File: src/rtl/bcd_pkg.sv
// Shared BCD definitions for the chained BCD counter and its digit cells.
package bcd_pkg;
  localparam int BCD_W = 4;

  typedef logic [BCD_W-1:0] bcd_t;

  localparam logic DIR_UP   = 1'b0;
  localparam logic DIR_DOWN = 1'b1;

  function automatic bcd_t bcd_min(input bcd_t a, input bcd_t b);
    return (a < b) ? a : b;
  endfunction
endpackage

File: src/rtl/bcd_digit_cell.sv
// One BCD digit of the counter chain: computes the next digit value and the
// carry/borrow into the next more significant digit.
module bcd_digit_cell
  import bcd_pkg::*;
(
  input  logic [BCD_W-1:0] cur,
  input  logic [BCD_W-1:0] max,
  input  logic             dir,
  input  logic             step_in,
  output logic [BCD_W-1:0] nxt,
  output logic             step_out,
  output logic             at_end
);

  always_comb begin
    // ">=" keeps an out-of-range digit from counting past its maximum
    at_end   = (dir == DIR_UP) ? (cur >= max) : (cur == '0);
    nxt      = cur;
    step_out = 1'b0;
    if (step_in) begin
      if (at_end) begin
        nxt      = (dir == DIR_UP) ? '0 : max;
        step_out = 1'b1;
      end else begin
        nxt = (dir == DIR_UP) ? (cur + 1'b1) : (cur - 1'b1);
      end
    end
  end

endmodule

File: src/rtl/bcd_chain_counter.sv
// Multi-digit up/down BCD counter with per-digit modulus, load, clear and wrap/saturate.
// Define BCD_CHAIN_TICK_EDGE_EN to count falling edges of a level tick_in instead of strobes.
module bcd_chain_counter
  import bcd_pkg::*;
#(
  parameter int               DIGITS    = 4,
  parameter logic [4*DIGITS-1:0] DIGIT_MAX = 16'h5959,
  parameter bit               WRAP      = 1'b1
) (
  input  logic                clk,
  input  logic                reset_n,
  input  logic                tick_in,
  input  logic                en,
  input  logic                dir,
  input  logic                load,
  input  logic [4*DIGITS-1:0] load_value,
  input  logic                clear,
  output logic [4*DIGITS-1:0] value,
  output logic                zero,
  output logic                wrap_pulse,
  output logic                done
);

  logic [4*DIGITS-1:0] r_value;
  logic                r_wrap;
  logic                r_done;

  logic [DIGITS:0]     w_step;
  logic [DIGITS-1:0]   w_at_end;
  logic [4*DIGITS-1:0] w_nxt;
  logic [4*DIGITS-1:0] w_clamped;
  logic                w_strobe;
  logic                w_acc;
  logic                w_overflow;
  logic                w_hold;

  assign w_step[0] = 1'b1;

  for (genvar g = 0; g < DIGITS; g++) begin : g_digit
    bcd_digit_cell u_cell (
      .cur      (r_value[g*BCD_W +: BCD_W]),
      .max      (DIGIT_MAX[g*BCD_W +: BCD_W]),
      .dir      (dir),
      .step_in  (w_step[g]),
      .nxt      (w_nxt[g*BCD_W +: BCD_W]),
      .step_out (w_step[g+1]),
      .at_end   (w_at_end[g])
    );
    assign w_clamped[g*BCD_W +: BCD_W] =
      bcd_min(load_value[g*BCD_W +: BCD_W], DIGIT_MAX[g*BCD_W +: BCD_W]);
  end

`ifdef BCD_CHAIN_TICK_EDGE_EN
  logic r_tick_q;

  // Edge register runs every cycle so en/load/clear never hide an edge
  always_ff @(posedge clk or negedge reset_n) begin
    if (!reset_n) r_tick_q <= 1'b0;
    else          r_tick_q <= tick_in;
  end

  assign w_strobe = r_tick_q & ~tick_in;
`else
  assign w_strobe = tick_in;
`endif

  assign w_acc      = w_strobe & en;
  assign w_overflow = w_step[DIGITS];
  assign w_hold     = (WRAP == 1'b0) && (&w_at_end);

  always_ff @(posedge clk or negedge reset_n) begin
    if (!reset_n) begin
      r_value <= '0;
      r_wrap  <= 1'b0;
      r_done  <= 1'b0;
    end else begin
      r_wrap <= 1'b0;
      r_done <= 1'b0;
      if (load) begin
        r_value <= w_clamped;
      end else if (clear) begin
        r_value <= '0;
      end else if (w_acc) begin
        if (!w_hold) r_value <= w_nxt;
        r_wrap <= w_overflow && (WRAP == 1'b1);
        r_done <= (dir == DIR_DOWN) && !w_overflow && (w_nxt == '0);
      end
    end
  end

  assign value      = r_value;
  assign zero       = (r_value == '0);
  assign wrap_pulse = r_wrap;
  assign done       = r_done;

endmodule

File: config.mk
export PLATFORM = sky130hd
export DESIGN_NAME = bcd_chain_counter
export DESIGN_NICKNAME = d
export VERILOG_FILES = /design/src/rtl/bcd_pkg.sv /design/src/rtl/bcd_digit_cell.sv /design/src/rtl/bcd_chain_counter.sv
export SDC_FILE = /design/constraint.sdc
export NUM_CORES = 1
export LEC_CHECK = 0
export BUFFER_PORTS_ARGS = -buffer_cell sky130_fd_sc_hd__buf_2
export CAP_MARGIN = 0
export CORE_MARGIN = 5
export CORE_UTILIZATION = 45
export DETAILED_ROUTE_END_ITERATION = 6
export GPL_ROUTABILITY_DRIVEN = 0
export PLACE_DENSITY = 0.71
export SYNTH_ARGS = -nofsm -noshare
export SYNTH_HDL_FRONTEND = slang
export SYNTH_SLANG_ARGS = --single-unit
File: constraint.sdc
create_clock -name clk -period 2.6 [get_ports clk]
set_input_delay 0 -clock clk [delete_from_list [all_inputs] [get_ports clk]]
set_output_delay 0 -clock clk [all_outputs]
set_load 0.05 [all_outputs]
# Yosys cells after proc, flatten, opt, wreduce, memory -nomap -nowiden
# Cells that the tools add are included.
[totals] word_cells=67 in_bits=23 out_inout_bits=19 ff_bits=18
[classes] n_addsub=8 n_lt_le_gt_ge=8 mux=37 bitwise=1 reduce_logical=10
[op_table] cell="two-way mux 4 bit" count=16
[op_table] cell="two-way mux 16 bit" count=3
[op_table] cell="logical NOT 16 bit" count=2
[op_table] cell="two-way mux 1 bit" count=17
[op_table] cell="adder 4 x 1 -> 4 bit (second input constant)" count=4
[op_table] cell="logical NOT 4 bit" count=4
[op_table] cell="subtractor 4 x 1 -> 4 bit (second input constant)" count=4
[op_table] cell=">= comparator 4 x 3 -> 1 bit (second input constant)" count=2
[op_table] cell=">= comparator 4 bit (second input constant)" count=2
[op_table] cell="less-than comparator 4 x 3 -> 1 bit (second input constant)" count=2
[op_table] cell="less-than comparator 4 bit (second input constant)" count=2
[op_table] cell="two-way mux 3 bit" count=1
[op_table] cell="nonzero test 3 bit" count=1
[op_table] cell="logical AND 1 bit" count=2
[op_table] cell="AND 1 bit" count=1
[op_table] cell="logical NOT 1 bit" count=1

# Depth between registers and ports, before layout
[logic_depth] depth_word=12 ltp_mapped=7

# Modules after synthesis
# A second synthesis with hierarchy kept.
[hier_totals] hier_cells=281 area_unflattened_um2=2399.8
[by_module_without_submodules] mod="bcd_digit_cell" area_each_um2=365.4 seq_area_each_um2=0.0 cells_per_inst=46 instances=4
[by_module_without_submodules] mod="bcd_chain_counter" area_each_um2=938.4 seq_area_each_um2=450.4 cells_per_inst=97 instances=1

# Worst setup path after synthesis
# OpenSTA, ideal clock, no wires.
[synth_timing] kind="flip-flop to output port" startpoint="reg r_value[6], in the netlist value[6]" endpoint="out zero" arrival_ns=2.948 path_stages_with_launch=4 setup_slack_ns=-0.348 required_ns=2.600 n_path_buf=0 cell_sequence="dfrtp_1 > or4_4 > nor2_1 > nor4b_1"
[synth_between] elab_chain_cells=1
[synth_lines] item="start: declaration" line="bcd_chain_counter.sv:24" rtl="logic [4*DIGITS-1:0] r_value;"
[synth_lines] item="start signal: assignment" line="bcd_chain_counter.sv:80" rtl="r_value <= w_clamped;"
[synth_lines] item="start signal: assignment" line="bcd_chain_counter.sv:84" rtl="if (!w_hold) r_value <= w_nxt;"
[synth_lines] item="logical NOT 16 bit" line="bcd_chain_counter.sv:92" rtl="assign zero = (r_value == '0);"
[synth_lines] item="end: declaration" line="bcd_chain_counter.sv:19" rtl="output logic zero,"
# No other way between the ends.

# Final worst setup path
[layout_timing] startpoint="reg r_value[6], in the netlist value[6]" endpoint="reg r_done, in the netlist done"
[layout_between] elab_chain_cells=12
[layout_lines] item="branches (longest 8 deep; another with >= comparator 4 x 3 -> 1 bit)"
[layout_lines] item="logical AND 1 bit *" line="bcd_chain_counter.sv:86" rtl="r_done <= (dir == DIR_DOWN) && !w_overflow && (w_nxt == '0);"
[layout_lines] item="two-way mux 1 bit *" line="bcd_chain_counter.sv:83" rtl="end else if (w_acc) begin"
[layout_lines] item="two-way mux 1 bit *" line="bcd_chain_counter.sv:81" rtl="end else if (clear) begin"
[layout_lines] item="two-way mux 1 bit *" line="bcd_chain_counter.sv:79" rtl="if (load) begin"
[layout_lines] item="end signal: assignment" line="bcd_chain_counter.sv:86"
[layout_lines] item="end: declaration" line="bcd_chain_counter.sv:26" rtl="logic r_done;"
# Every way passes the cells marked *.
# A chain may end at the register's enable or synchronous reset.

==> metrics <==
status=finished, final reports clean; Area Growth Syn to Fin=23.53%; antenna viol nets, final=0; first-pass GRT wire length=8.438 mm; fmax=403.0 MHz; CP max stage cell=or4_4; clk sink count=18; xor/xnor cell area share of the yosys netlist=0.02473; CP Class=register to register; Min Hold Slack=0.01525 ns; CP startpoint kind=register; r2r startpoint=value[6]; H-tree depth=1; # rows=22; CP arrival=2.65 ns; Int Pwr=611.2 µW; final slew viol count=0; period utilization=0.9543; EDFF count, synth=0; reg-to-reg setup timing slack=0.12 ns; combinational share of power=0.456; Worst Slack Setup Final=0.1187 ns; Hold Path Origin=load_value[7]; Total GRT Usage=0.1983; main combinational cell family by area after synthesis=compound AO/OA/AOI/OAI gates; Synth Area in Simple Gates=0.2495; largest net degree at the start of global routing=30; final hold vios=0; Synth cell types=53; detailed placer's ending HPWL=3.860 mm; clk_lat worst skew=0.26 ns; WL/cell=15.61 µm; DRT Pass-1 Iters=4; CTS buffer count=3; Clock Pin Slew Worst Setup and Hold Paths=0.07 ns; Post-Syn Area=0.001770 mm²; vias in the first global route=1765; 1st-iter DRT viols=150; Vias per Instance=5.987; mux contribution to synthesized area=0.04099; I/O Pins=42; Cells after Synth=218; Synth Flop Type=dfrtp_1; Sw Ratio=0.4067; Remaining DRCs=0; sequential power share=0.320; gr ovfl total=0; Worst EP required=2.77 ns; Final min period=2.481 ns; Post-CTS Setup Bufs=0; relative slew slack=0.6179; layout cells sized above 1=0.2804; #FFs+latches synth=18; register area share after synthesis=0.2544; Max Cap Violations=0; Worst Setup SP=value[6]; CORE AREA=0.003744 mm²; dpl ws=0.1353 ns; via count=1910; Clock Power Share=0.224; Peak VDD IR=0.2679 mV; Initial Util=0.4729; Yosys Warn Count=0; Cell Chain, Critical Path=or4_4, o221a_4, nor2_8, mux2_2, a2111o_1, nor4b_2; crit path capture=done; Sw Pwr=419.0 µW; reg2reg end=done; Ant. Diodes=0; Longest Clk Path Bufs=2; Compound-Gate Fraction of Synth Area=0.3032; drt total wl=4.978 mm; Root Driver=clkbuf_8; die extent in y=72.73 µm; commonest non-fill, non-tap cell in the layout=buf_2; most frequent cells in the layout=41 x buf_2, 27 x nor2_1, 24 x a21oi_1, 20 x o21ai_0, 18 x nand2_1; HP Class=input port to register; Power Density=471.0 mW/mm²; Setup-failing EPs final=0; leakage power=0.001016 µW; port bufs=41; initial antenna violation count=0; Worst-Margin Slew=0.5658 ns; die boundary width=72.73 µm; worst-path fanout max=7; Final Skew=0.004633 ns; Sum Neg Setup Slack=0 ns; syn_area_per_cell=8.121 µm²; Worst setup EP type=register; crit-path max cell delay=0.56 ns; Synth Area in Adders=0.1018; FF-to-FF path depth=6; RSZ-0062 raised after global routing=false; fraction of registers with async set/reset=1.000; CTS tree=done; Nets=307; Syn Nets=253; die area=0.005289 mm²
## metrics by stage
stage          instances  instance area [µm²]  utilization  power (µW)
6_report             319                 2187       0.5842        1030
5_1_grt              319                 2187       0.5842        1099
4_1_cts              319                 2187       0.5842        1032
3_5_place_dp         312                 2102       0.5615       794.9
3_3_place_gp         312                 2102       0.5615       791.2
2_1_floorplan        218                 1780            -       658.0
## Yosys cell counts (all sizes together), types with 2 or more instances
library cell / instances / area share
a211o: 2 / 0.0099
a21o: 4 / 0.017
a21oi: 24 / 0.068
a221oi: 2 / 0.0099
a22o: 2 / 0.0099
a31o: 2 / 0.0099
a31oi: 2 / 0.0071
clkbuf: 5 / 0.011
dfrtp: 18 / 0.25
fa: 4 / 0.045
ha: 8 / 0.057
inv: 5 / 0.011
mux2: 2 / 0.013
mux2i: 5 / 0.028
nand2: 19 / 0.042
nand2b: 5 / 0.018
nand3: 8 / 0.023
nor2: 28 / 0.069
nor2b: 2 / 0.0071
nor3: 4 / 0.017
nor4: 5 / 0.018
nor4b: 2 / 0.013
o21a: 6 / 0.025
o21ai: 20 / 0.057
o221ai: 2 / 0.0099
or2: 3 / 0.011
or3: 3 / 0.011
xnor2: 5 / 0.025
## state kept, by name, indices dropped and copies added (netlist names)
signal and cells:
wrap_pulse 1, value 16, done 1
## power by group through the flow
stage / registers [µW] / logic [µW] / clock network [µW]
finish: 330 / 469 / 231
global route: 334 / 517 / 249
CTS: 329 / 467 / 235
detailed placement: 335 / 460 / 0
global placement: 333 / 458 / 0
floorplan: 412 / 246 / 0
## per-layer routing
| layer | vias to the layer above | part of all wire | GRT usage |
|---|---|---|---|
| li1 | 919 | - | - |
| met1 | 901 | 0.44 | 0.2878 |
| met2 | 83 | 0.47 | 0.3136 |
| met3 | 7 | 0.084 | 0.02342 |
| met4 | 0 | 0.0086 | 0.04713 |
| met5 | - | 0 | 0 |
## layout make-up
| type | count | area [µm²] |
|---|---|---|
| Fill cell | 383 | 1556 |
| Multi-Input combinational cell | 189 | 1281 |
| Sequential cell | 18 | 454.2 |
| Timing Repair Buffer | 55 | 317.8 |
| Tap cell | 48 | 60.06 |
| Clock buffer | 4 | 55.05 |
| Inverter | 5 | 18.77 |
## worst max-delay path: cells and delay by family, from the launching register on
kind             cells  cell delay, ns
flip-flops           1            0.40
AND/OR/NAND/NOR      3            0.93
multiplexers         1            0.34
AO/OA/AOI/OAI        2            0.72
## what timing repair did
| item | in CTS | in global routing |
|---|---|---|
| hold buffers | 3 | 0 |
| hold endpoints to repair | 20 | 0 |
| resized for setup | 0 | 0 |
## kinds of logic after synthesis
logic type | after synthesis
and+or+nand+nor | 84
AOI/OAI and AO/OA | 81
DFF | 18
adders and majority gates | 12
buffers and inverters | 11
muxes | 7
xor gates and xnor gates | 5
## how the worst min path moves through the flow
stage | slack (ns) | endpoint | depth (start not counted)
3_5_place_dp | -0.04 | value[0] | 1
6_report | 0.02 | value[6] | 3
3_3_place_gp | -0.04 | value[0] | 1
2_1_floorplan | -0.30 | done | 0
4_1_cts | 0.01 | value[6] | 3
5_1_grt | 0.05 | value[6] | 3
(Power assumes the default switching activity.)
